==> src/rtl/pulse_train_gen.sv <==
// pulse_train_gen
//
// Programmable pulse-train generator. It runs either continuously or for a
// burst of a fixed number of periods. In burst mode a one-cycle done strobe
// follows the last period. Period, high-time, mode and burst length are
// captured on the start edge, so the inputs may change freely while a train
// is running.
//
// Optional feature: define PULSE_TRAIN_RELOAD_EN to re-capture ticks, width
// and mode at every period boundary while running. burst_len is still
// captured only at start. With this feature, duty and period changes take
// effect cleanly on a period edge and never part-way through a period.
//
// Parameters:
//   N  width of the period / high-time counters (ticks, width)
//   M  width of the burst length and the completed-period counter
//
// Ports:
//   clk          system clock, rising edge
//   rst          asynchronous active-low reset
//   ena          count enable; counters and out hold while low
//   start        request to begin a train (honoured in IDLE only)
//   stop         abort; returns to IDLE on the next edge
//   mode         0 = continuous, 1 = burst
//   ticks        period in enabled clock cycles (0 behaves as 1)
//   width        high-time per period in enabled clock cycles
//   burst_len    number of periods in a burst
//   out          pulse output
//   busy         high while a train is running
//   done         one-cycle strobe when a burst completes
//   pulse_count  periods completed in the current train

module pulse_train_gen #(
    parameter int N = 8,
    parameter int M = 8
) (
    input  logic         clk,
    input  logic         rst,
    input  logic         ena,
    input  logic         start,
    input  logic         stop,
    input  logic         mode,
    input  logic [N-1:0] ticks,
    input  logic [N-1:0] width,
    input  logic [M-1:0] burst_len,
    output logic         out,
    output logic         busy,
    output logic         done,
    output logic [M-1:0] pulse_count
);

    typedef enum logic [1:0] {
        IDLE = 2'd0,
        RUN  = 2'd1,
        DONE = 2'd2
    } state_t;

    state_t       state;
    state_t       state_next;

    logic [N-1:0] cnt;
    logic [N-1:0] ticks_q;
    logic [N-1:0] width_q;
    logic         mode_q;
    logic [M-1:0] len_q;

    logic [N-1:0] ticks_eff;
    logic         at_boundary;
    logic         load_cfg;
    logic         advance;
    logic [M-1:0] count_inc;

    // A zero period would never reach a boundary, so it runs as a one-cycle period.
    assign ticks_eff   = (ticks == '0) ? N'(1) : ticks;
    assign at_boundary = (cnt == ticks_q - N'(1));
    assign count_inc   = pulse_count + M'(1);

    // Stop takes priority over counting, so an abort on the final boundary
    // leaves pulse_count untouched.
    assign advance = (state == RUN) && !stop && ena;

    // State register
    always_ff @(posedge clk or negedge rst) begin
        if (!rst) begin
            state <= IDLE;
        end else begin
            state <= state_next;
        end
    end

    // Next-state and output decode
    always_comb begin
        state_next = state;
        load_cfg   = 1'b0;
        case (state)
            IDLE: begin
                if (start && !stop) begin
                    load_cfg = 1'b1;
                    // An empty burst produces no pulses and goes straight to the done strobe.
                    if (mode && (burst_len == '0)) begin
                        state_next = DONE;
                    end else begin
                        state_next = RUN;
                    end
                end
            end
            RUN: begin
                if (stop) begin
                    state_next = IDLE;
                end else if (ena && at_boundary && mode_q && (count_inc == len_q)) begin
                    state_next = DONE;
                end
            end
            DONE: begin
                state_next = IDLE;
            end
            default: begin
                state_next = IDLE;
            end
        endcase
    end

    assign out  = (state == RUN) && (cnt < width_q);
    assign busy = (state == RUN);
    assign done = (state == DONE);

    // Datapath: configuration capture, phase counter and period counter
    always_ff @(posedge clk or negedge rst) begin
        if (!rst) begin
            cnt         <= '0;
            pulse_count <= '0;
            ticks_q     <= '0;
            width_q     <= '0;
            mode_q      <= 1'b0;
            len_q       <= '0;
        end else if (load_cfg) begin
            cnt         <= '0;
            pulse_count <= '0;
            ticks_q     <= ticks_eff;
            width_q     <= width;
            mode_q      <= mode;
            len_q       <= burst_len;
        end else if (advance) begin
            if (at_boundary) begin
                cnt         <= '0;
                pulse_count <= count_inc;
`ifdef PULSE_TRAIN_RELOAD_EN
                ticks_q     <= ticks_eff;
                width_q     <= width;
                mode_q      <= mode;
`endif
            end else begin
                cnt <= cnt + N'(1);
            end
        end
    end

endmodule

==> config.mk <==
export PLATFORM = sky130hd
export DESIGN_NAME = pulse_train_gen
export DESIGN_NICKNAME = d
export VERILOG_FILES = /design/src/rtl/pulse_train_gen.sv
export SDC_FILE = /design/constraint.sdc
export NUM_CORES = 1
export LEC_CHECK = 0
export CAP_MARGIN = 15
export CORE_UTILIZATION = 48
export DETAILED_ROUTE_END_ITERATION = 8
export PLACE_DENSITY = 0.78
export REMOVE_ABC_BUFFERS = 1
export SKIP_LAST_GASP = 1
export SLEW_MARGIN = 20
export SYNTH_ARGS = -nofsm -noshare
export SYNTH_HDL_FRONTEND = slang
export SYNTH_SLANG_ARGS = --single-unit
==> constraint.sdc <==
create_clock -name clk -period 2 [get_ports clk]
set_input_delay 0.4 -clock clk [delete_from_list [all_inputs] [get_ports clk]]
set_output_delay 0.4 -clock clk [all_outputs]
set_load 0.05 [all_outputs]
==> results.sh <==
export IMPL_outcome="complete, but fails checks"
export IMPL_violations="setup timing"
export IMPL_cts_inserted_buffers=5
export IMPL_rsz0062_at_grt="yes"
export IMPL_critPathLaunch="cnt[2]"
export IMPL_nFillCells=351
export IMPL_synthCells=284
export IMPL_synth_edf_count=0
export IMPL_clkLatencyLatePin_ns=0.30
export IMPL_place_congestion=0.796
export IMPL_portBuffers=40
export IMPL_crit_path_end="out"
export IMPL_synthArstFlopShare=1.00
export IMPL_synth_top_area_share=0.426
export IMPL_nets=424
export IMPL_rows=26
export IMPL_cts_tree="done"
export IMPL_worst_path_max_fanout=4
export IMPL_final_hold_viol_count=0
export IMPL_fin_tns_setup_ns=-3.04
export IMPL_drtIter0Drc=106
export IMPL_drv_slew=0
export IMPL_reg2reg_to="pulse_count[6]"
export IMPL_maxCapViolCount=0
export IMPL_holdWs_ns=0.0563
export IMPL_finClkSkew_ns=0.00724
export IMPL_worst_slack_ns=-0.287
export IMPL_start_kind="flop"
export IMPL_overflow=0
export IMPL_drc=0
export IMPL_worst_endpoint_arrival_ns=1.89
export IMPL_criticalPathCategory="flop to output pin"
export IMPL_ioPinCount=41
export IMPL_max_slew_margin_rel=0.529
export IMPL_layout_drive_gt1_share=0.361
export IMPL_syn_area_per_cell_um2=8.89
export IMPL_p_per_area_mw_per_mm2=710
export IMPL_final_util=0.775
export IMPL_seq_area_frac_synth=0.426
export IMPL_area_growth_pct=55.9
export IMPL_post_route_period_util=1.14
export IMPL_instances_no_fill=455
export IMPL_firstDrtPassIters=4
export IMPL_synth_area_mm2=0.00252
export IMPL_cp_data_required_time_ns=1.60
export IMPL_yosys_warnings=0
export IMPL_grt_max_degree=49
export IMPL_antenna_found_initial=0
export IMPL_netlist_top_cells_area="dfrtp_1, nand2_1, ha_1"
export IMPL_clockRootBuffer="clkbuf_8"
export IMPL_clk_pin_slew_ns=0.09
export IMPL_synth_seq_cells=43
export IMPL_grt_pass1_vias=2526
export IMPL_reg2reg_depth=10
export IMPL_clockBufferDepth=2
export IMPL_h_tree_depth=2
export IMPL_leakagePower_nw=1.79
export IMPL_vdd_drop_max_uv=401
export IMPL_wl_um=7360
export IMPL_diodes=0
export IMPL_period_minus_slack_ns=2.29
export IMPL_synth_top_area_cell="dfrtp_1"
export IMPL_max_clock_freq_mhz=437
export IMPL_wire_per_inst_um=16.2
export IMPL_dp_hpwl_um=4230
export IMPL_r2r_start="ticks_q[1]"
export IMPL_tightestPinTransition_ns=0.701
export IMPL_die_w_um=74.5
export IMPL_reg2reg_setup_slack_ns=-0.28
export IMPL_die_y_um=74.5
export IMPL_dpl_cell_count=426
export IMPL_synth_distinct_cells=46
export IMPL_num_vias=2501
export IMPL_die_area_mm2=0.00555
export IMPL_fp_coreArea_mm2=0.00507
export IMPL_ant_nets=0
export IMPL_power_mw=2.79
export IMPL_routed_via_density=5.50
export IMPL_setup_viol=19
export IMPL_hp_class="input port to asynchronous set/reset pin"
export IMPL_cp_end_kind="output pin"
export IMPL_cts_sinks=43
export IMPL_synthFlopType="dfrtp_1"
export IMPL_grt_pass1_wl_um=11500
export IMPL_grt_usage=0.278
export IMPL_initial_core_util=0.497
-- layout make-up --
| cell class | count | area (µm²) | share of cell area |
|---|---|---|---|
| Clock buffer | 6 | 82.6 | 0.0210 |
| Clock inverter | 2 | 35.0 | 0.00890 |
| Inverter | 12 | 47.5 | 0.0121 |
| Multi-Input combinational cell | 220 | 1670 | 0.424 |
| Sequential cell | 43 | 1080 | 0.274 |
| Tap cell | 70 | 87.6 | 0.0223 |
| Timing Repair Buffer | 102 | 937 | 0.238 |
-- critical path: stages (launching register included) --
cell and delay [ns]:
dfrtp_1 0.46, ha_1 0.32, a21o_1 0.20, a211oi_2 0.17
o21bai_1 0.09, a31oi_2 0.18, buf_12 0.16
-- registers in the layout, indices dropped and copies added (netlist names) --
| signal | cells |
|---|---|
| ticks_q | 8 |
| cnt | 8 |
| state | 2 |
| mode_q | 1 |
| pulse_count | 8 |
| len_q | 8 |
| width_q | 8 |
-- metrics by stage --
step                      setup slack (ns)  area [µm²]
after CTS                           -0.329        3810
after global routing                -0.371        3940
final                               -0.287        3940
after floorplan                      -2.49        2450
after global placement              -0.275        3280
after detailed placement            -0.331        3280
-- cells in the mapped netlist, types with 2 or more instances --
library cell  number
nor3b_1            5
mux2i_1            2
nand4_1            2
nor3_1            13
xor2_1            13
nand3_1            8
a21o_1             2
or2_2              2
nand2_1           65
o21ai_0           14
o31ai_1            5
nand2b_1           5
xnor2_1           12
a21oi_1           13
nor4_1             3
clkbuf_1           5
or4_1              5
nand3b_1           2
dfrtp_1           43
inv_1             12
clkbuf_8           3
nor2_1            12
a211oi_1           3
ha_1              10
and3_1             3
nor2b_1            2
-- placed cells by master, fill, tap and decap left out, drive strengths merged, types with 8 or more instances in the layout --
cell,n
buf,71
a21oi,15
nor3,13
xor2,13
inv,12
nand2,65
clkdlybuf4s50,29
ha,10
nand3,8
dfrtp,43
o21ai,14
nor2,12
xnor2,12
-- what timing repair did --
item	in CTS	in global routing
cloned	2	0
hold buffers	0	0
pin swaps	33	12
resized for setup	63	23
buffers inserted	15	5
setup endpoints to repair	20	20
-- metal layers --
layer / global-route usage / part of all wire
met5: 0 / 0
met2: 0.501 / 0.52
met3: 0.0556 / 0.054
met4: 0.119 / 0.028
met1: 0.318 / 0.40
-- power breakdown --
part / total [mW] / internal [mW] / switching [mW]
sequential: 1.07 / 0.976 / 0.0926
combinational: 1.01 / 0.508 / 0.500
clock: 0.716 / 0.404 / 0.312
-- worst min path at each step --
stage / start / endpoint / slack (ns) / cells past startpoint
after floorplan: rst / cnt[0] / 0.10 / 0
after global placement: rst / ticks_q[6] / 0.39 / 2
after detailed placement: rst / ticks_q[7] / 0.39 / 2
after CTS: rst / ticks_q[7] / 0.06 / 2
after global routing: rst / ticks_q[6] / 0.07 / 2
final: rst / ticks_q[7] / 0.06 / 2
-- kinds of logic after synthesis --
family,count (synthesis),synth area share
buffers and inverters,22,0.0481
flip-flops,43,0.426
AND/OR/NAND/NOR,135,0.263
AO/OA/AOI/OAI,47,0.118
adder cells (fa/ha/maj),10,0.0496
XOR/XNOR,25,0.0868
multiplexers,2,0.00793
Power figures use the tool's default switching activity.
==> variant 1, RTL diff (same flow settings) <==
Re-encode `state_t` (3 states) as one-hot, 3 bits wide.
--- a/src/rtl/pulse_train_gen.sv
+++ b/src/rtl/pulse_train_gen.sv
@@ -51,6 +51,6 @@
 
-    typedef enum logic [1:0] {
-        IDLE = 2'd0,
-        RUN  = 2'd1,
-        DONE = 2'd2
+    typedef enum logic [2:0] {
+        IDLE = 3'b001,
+        RUN  = 3'b010,
+        DONE = 3'b100
     } state_t;
Check against the original RTL: same outputs for any inputs over 10 cycles, from zero or initial values and one cycle with rst low; not proved beyond that.
==> variant 1 against the unedited design <==
  * The flow still finishes with violations (setup timing)
  * Sequential cell count is 1 higher
  * Total power is 13% lower
  * Wire length is 14% lower
  * Worst setup slack worse by 260 ps
  * Count of clock-buffer cells in the layout stayed put
  * Final area is 12% lower
  * Critical path depth is 1 higher
  * Cell count is 5.7% lower
  * Clock power is 4.5% lower
  * Sequential power hardly changed
  * Global-route usage is 2.0 points lower
  * Synthesized area is 0.45% lower
==> variant 1: results (changes against the unedited design) <==
.. list-table::
   :header-rows: 1

   * - Metric
     - Value
   * - Final clock skew
     - 9.10 ps (+1.86 ps)
   * - Length in cells of the worst reg-to-reg path
     - 7 (-3)
   * - Count of distinct cell types in the synthesized netlist
     - 41 (-11%)
   * - Vias in the first global route
     - 2,390 (-5.4%)
   * - Violated checks
     - setup timing
   * - Post-layout net count
     - 401 (-5.4%)
   * - Initial antenna violation count
     - 0 (unchanged)
   * - Routed via count
     - 2,358 (-5.7%)
   * - Proportion of synthesized chip area in sequential cells
     - 0.439 (+0.0124)
   * - Setup-failing EPs final
     - 19 (unchanged)
   * - # H-tree levels
     - 2 (unchanged)
   * - Share of post-route cells with drive strength above 1
     - 0.227 (-0.135)
   * - Flip-flop cell with the highest count after synthesis
     - sky130_fd_sc_hd__dfrtp_1
   * - Arrival time worst endpoint
     - 2780 ps (+890 ps)
   * - Worst setup path endpoint
     - pulse_count[4]$_DFFE_PN0P_
   * - CP top delay family
     - simple AND/OR/NAND/NOR gates
   * - Overall routing resource usage
     - 0.258 (-0.0203)
   * - Drt first-iter violations
     - 173 (+63%)
   * - Routability congestion estimate from global placement
     - 0.895 (+12%)
   * - Run status
     - finished with violations
   * - Post-detailed-route wirelength per cell
     - 14.7 µm (-8.9%)
   * - Commonest cells in the synthesized netlist
     - 64 x sky130_fd_sc_hd__nand2_1, 43 x sky130_fd_sc_hd__dfrtp_1, 25 x sky130_fd_sc_hd__o21ai_0
   * - Standby leakage power
     - 1.61 nW (-9.9%)
   * - First-pass GRT wire length
     - 10,600 µm (-7.6%)
   * - Switching Fraction
     - 0.297 (-0.0271)
   * - First-pass detailed-route iteration total
     - 4 (unchanged)
   * - Critical Path Fanout Max
     - 5 (+1)
   * - Clock input transition at the sequential cells of the worst setup and hold paths
     - 90 ps (about the same)
   * - Maximum vdd ir drop
     - 0.425 mV (+5.9%)
   * - Leading cell types by total area after synthesis
     - sky130_fd_sc_hd__dfrtp_1 43%, sky130_fd_sc_hd__nand2_1 9.6%, sky130_fd_sc_hd__ha_1 5.0%, sky130_fd_sc_hd__o21ai_0 5.0%, sky130_fd_sc_hd__xnor2_1 4.5%
   * - Setup slack after placement
     - -513 ps (-182 ps)
   * - HPWL after DPL
     - 4510 µm (+6.7%)
   * - Clk Latency, worst-skew pair
     - 310 ps
   * - Largest stage delay on the critical path
     - 550 ps (+90 ps)
   * - Largest net degree at the start of global routing
     - 45 (-8.2%)
   * - Startpoint of the worst setup timing path
     - ticks_q[1]$_DFFE_PN0P_
   * - Longest Clk Path Bufs
     - 2 (unchanged)
   * - Worst Tran Pin Value
     - 553 ps (-148 ps)
   * - Number of warnings reported in the yosys synthesis log
     - 0 (unchanged)
   * - Setup ws final
     - -543 ps (-256 ps)
   * - Fillers
     - 399 (+14%)
   * - Standard cell with the maximum stage delay on the critical path
     - sky130_fd_sc_hd__or4_4
[variant 1: cell types whose count changed after synthesis, moves of 4 or more]
cell,before,now
sky130_fd_sc_hd__a21oi_1,13,9
sky130_fd_sc_hd__o21ai_0,14,25
sky130_fd_sc_hd__clkbuf_1,5,13
sky130_fd_sc_hd__nor2_1,12,5
sky130_fd_sc_hd__nand4_1,2,10
sky130_fd_sc_hd__nor3b_1,5,1
[variant 1: stage by stage]
stage	setup TNS [ps]	area [µm²]	power (mW)	hold slack, ps	cells
after floorplan	-85400	2460	1.42	104	275
after global placement	-6360	3220	1.65	462	418
after detailed placement	-7600	3220	1.68	465	418
after CTS	-7380	3410	2.38	177	427
after global routing	-9840	3480	2.56	198	429
final	-8260	3480	2.42	165	429
[variant 1: logic make-up after synthesis]
group,share of synthesized area
compound gates,0.129
mux,0.00398
buf+inv,0.0408
flops,0.439
simple gates,0.253
xor+xnor,0.0802
fa+ha+maj,0.0538
[variant 1: cell type report]
type,instances,share of cell area
Clock buffer,6,0.0208
Clock inverter,2,0.0101
Inverter,13,0.0140
Multi-Input combinational cell,218,0.413
Sequential cell,44,0.317
Tap cell,67,0.0241
Timing Repair Buffer,79,0.202
[variant 1: power by group through the flow]
stage	Clock (mW)	Sequential, mW	Combinational (mW)
finish	0.684	1.07	0.665
global route	0.735	1.09	0.739
detailed placement	0	1.09	0.593
global placement	0	1.08	0.573
floorplan	0	1.08	0.336
CTS	0.694	1.07	0.615
[variant 1: metal layers]
metal	GRT usage	vias to the layer above	wire [µm]
li1	-	1159	-
met1	0.329	1119	2820
met2	0.436	71	3100
met3	0.0461	9	296
met4	0.101	0	109
met5	0	-	0
[variant 1: worst register-to-register path, delay by kind of cell (launching register included)]
kind            cells  cell delay [ps]
buf+inv             1              160
compound gates      1              240
simple gates        5             1710
flops               1              390
[variant 1: what timing repair did]
item                                    CTS  global route
resized for setup                        18            13
setup buffers                             1             2
endpoints found under the setup margin   19            21
pin swaps                                18             5
[variant 1: how the worst min path moves through the flow]
| stage | from | endpoint | slack (ps) | cells past startpoint |
|---|---|---|---|---|
| floorplan | rst | cnt[0]$_DFFE_PN0P_ | 100 | 0 |
| global placement | mode_q$_DFFE_PN0P_ | mode_q$_DFFE_PN0P_ | 460 | 2 |
| detailed placement | mode_q$_DFFE_PN0P_ | mode_q$_DFFE_PN0P_ | 460 | 2 |
| CTS | rst | width_q[5]$_DFFE_PN0P_ | 180 | 2 |
| global route | rst | width_q[5]$_DFFE_PN0P_ | 200 | 2 |
| finish | rst | width_q[5]$_DFFE_PN0P_ | 160 | 2 |
==> variant 2, RTL diff (same settings) <==
Without the edit above. The parameter `N` goes from 8 to 9.
--- a/src/rtl/pulse_train_gen.sv
+++ b/src/rtl/pulse_train_gen.sv
@@ -33,3 +33,3 @@
 module pulse_train_gen #(
-    parameter int N = 8,
+    parameter int N = 9,
     parameter int M = 8
Ports: changed (resized ticks and width); port bits go from 41 to 43. The function was not compared with the original's and may differ.
==> variant 2 against the unedited design <==
  * The flow still finishes with violations (setup timing)
  * Worst setup slack got worse by 360 ps
  * Synthesized area increased by 11%
  * Total power increased by 1.3%
  * First-iteration DRC count is 36% higher
  * Cell count rose by 8.4%
  * Sequential cell count grew 3
  * Register-to-register slack worse by 360 ps
  * Wire length increased by 8.2%
  * Non-clock buffer count up 1
  * Final area rose by 4.1%
  * Critical endpoint is now state[0]$_DFFE_PN0P_
  * Largest power group unchanged
==> variant 2: results (changes against the unedited design) <==
.. list-table::
   :header-rows: 1

   * - Metric
     - Value
   * - Run status
     - finished with violations
   * - Critical Path Fanout Max
     - 2 (-2)
   * - Standard cell with the maximum stage delay on the critical path
     - sky130_fd_sc_hd__or4_4
   * - Worst R2R End
     - state[0]$_DFFE_PN0P_
   * - Beginning of the worst register-to-register path
     - ticks_q[0]$_DFFE_PN0P_
   * - HPWL after DPL
     - 5360 µm (+27%)
   * - Violated checks
     - setup timing
   * - Count of distinct cell types in the synthesized netlist
     - 50 (+8.7%)
   * - Post-layout net count
     - 463 (+9.2%)
   * - Routability congestion estimate from global placement
     - 0.855 (+7.4%)
   * - Routed via count
     - 2,783 (+11%)
   * - Metal1 wirelength
     - 3270 µm (+12%)
   * - Standby leakage power
     - 1.90 nW (+6.3%)
   * - Maximum vdd ir drop
     - 0.446 mV (+11%)
   * - Length in cells of the worst reg-to-reg path
     - 7 (-3)
   * - Final clock skew
     - 9.74 ps (+2.51 ps)
   * - Vias in the first global route
     - 2,786 (+10%)
   * - Setup ws final
     - -645 ps (-358 ps)
   * - Met3 WL
     - 366 µm (-7.3%)
   * - Setup-failing EPs final
     - 20 (+1)
   * - Met1 capacity usage during global routing
     - 0.322 (+0.00397)
   * - Met2 track utilization from global routing
     - 0.467 (-0.0338)
   * - Largest net degree at the start of global routing
     - 29 (-41%)
   * - Internal
     - 1.92 mW (+1.4%)
   * - CP top delay family
     - simple AND/OR/NAND/NOR gates
   * - Fillers
     - 406 (+16%)
   * - Overall routing resource usage
     - 0.265 (-0.0130)
   * - GRT met3 Usage
     - 0.0477 (-0.00788)
   * - Worst slack on hold paths
     - 62.0 ps (+5.74 ps)
   * - Proportion of synthesized chip area in sequential cells
     - 0.411 (-0.0155)
   * - First-pass GRT wire length
     - 12,700 µm (+11%)
   * - Routed wire length on met2
     - 4110 µm (+7.0%)
[variant 2: cell count changes in the layout (fill, tap and decap cells not counted), moves of 5 or more]
cell | unedited run | this run
sky130_fd_sc_hd__a21oi_2 | 6 | 1
sky130_fd_sc_hd__nand2_1 | 64 | 81
sky130_fd_sc_hd__mux2i_1 | 2 | 7
sky130_fd_sc_hd__buf_4 | 54 | 60
sky130_fd_sc_hd__xor2_1 | 12 | 3
sky130_fd_sc_hd__o21ai_0 | 12 | 20
sky130_fd_sc_hd__xnor2_1 | 11 | 16
sky130_fd_sc_hd__buf_6 | 12 | 6
[variant 2: kinds of logic after synthesis]
kind of cell | synth area share
muxes | 0.0331
xor gates and xnor gates | 0.0737
DFF | 0.411
AOI/OAI and AO/OA | 0.131
adders and majority gates | 0.0491
and+or+nand+nor | 0.263
buffers and inverters | 0.0393
[variant 2: worst max path at each step]
stage,startpoint,endpoint,slack (ps),cells past startpoint
final,ticks_q[0]$_DFFE_PN0P_,state[0]$_DFFE_PN0P_,-640,7
after detailed placement,ticks_q[0]$_DFFE_PN0P_,state[0]$_DFFE_PN0P_,-750,8
after CTS,ticks_q[0]$_DFFE_PN0P_,state[0]$_DFFE_PN0P_,-600,7
after global routing,ticks_q[0]$_DFFE_PN0P_,cnt[5]$_DFFE_PN0P_,-740,12
after floorplan,stop,cnt[8]$_DFFE_PN0P_,-2010,4
after global placement,ticks_q[0]$_DFFE_PN0P_,state[0]$_DFFE_PN0P_,-650,8
[variant 2: what timing repair did]
action,4_1_cts,5_1_grt
gates resized for setup,35,17
setup buffers,6,3
setup endpoints to repair,22,21
pin swaps,19,13
[variant 2: power groups by stage]
stage               clock network (mW)  logic [mW]  registers [mW]
detailed placement                   0       0.773            1.15
CTS                              0.717       0.886            1.13
global route                     0.749        1.07            1.15
global placement                     0       0.743            1.14
finish                           0.713       0.982            1.14
floorplan                            0       0.428            1.13
[variant 2: layout make-up]
cell class                      instances  area [µm²]  area share
Clock buffer                            7        76.3      0.0186
Timing Repair Buffer                  103         926       0.226
Tap cell                               72        90.1      0.0220
Inverter                               14        52.6      0.0128
Multi-Input combinational cell        250        1770       0.432
Clock inverter                          1        30.0     0.00733
Sequential cell                        46        1150       0.281
[variant 2: stage by stage]
stage / setup WS (ps) / instance area, µm² / total power, mW / setup TNS (ps) / std cells
after global routing: -742 / 4100 / 2.97 / -12640 / 493
after global placement: -651 / 3650 / 1.88 / -10430 / 476
after CTS: -605 / 3990 / 2.73 / -9470 / 490
after floorplan: -2010 / 2740 / 1.56 / -67530 / 310
after detailed placement: -746 / 3650 / 1.92 / -12740 / 476
final: -645 / 4100 / 2.83 / -10680 / 493
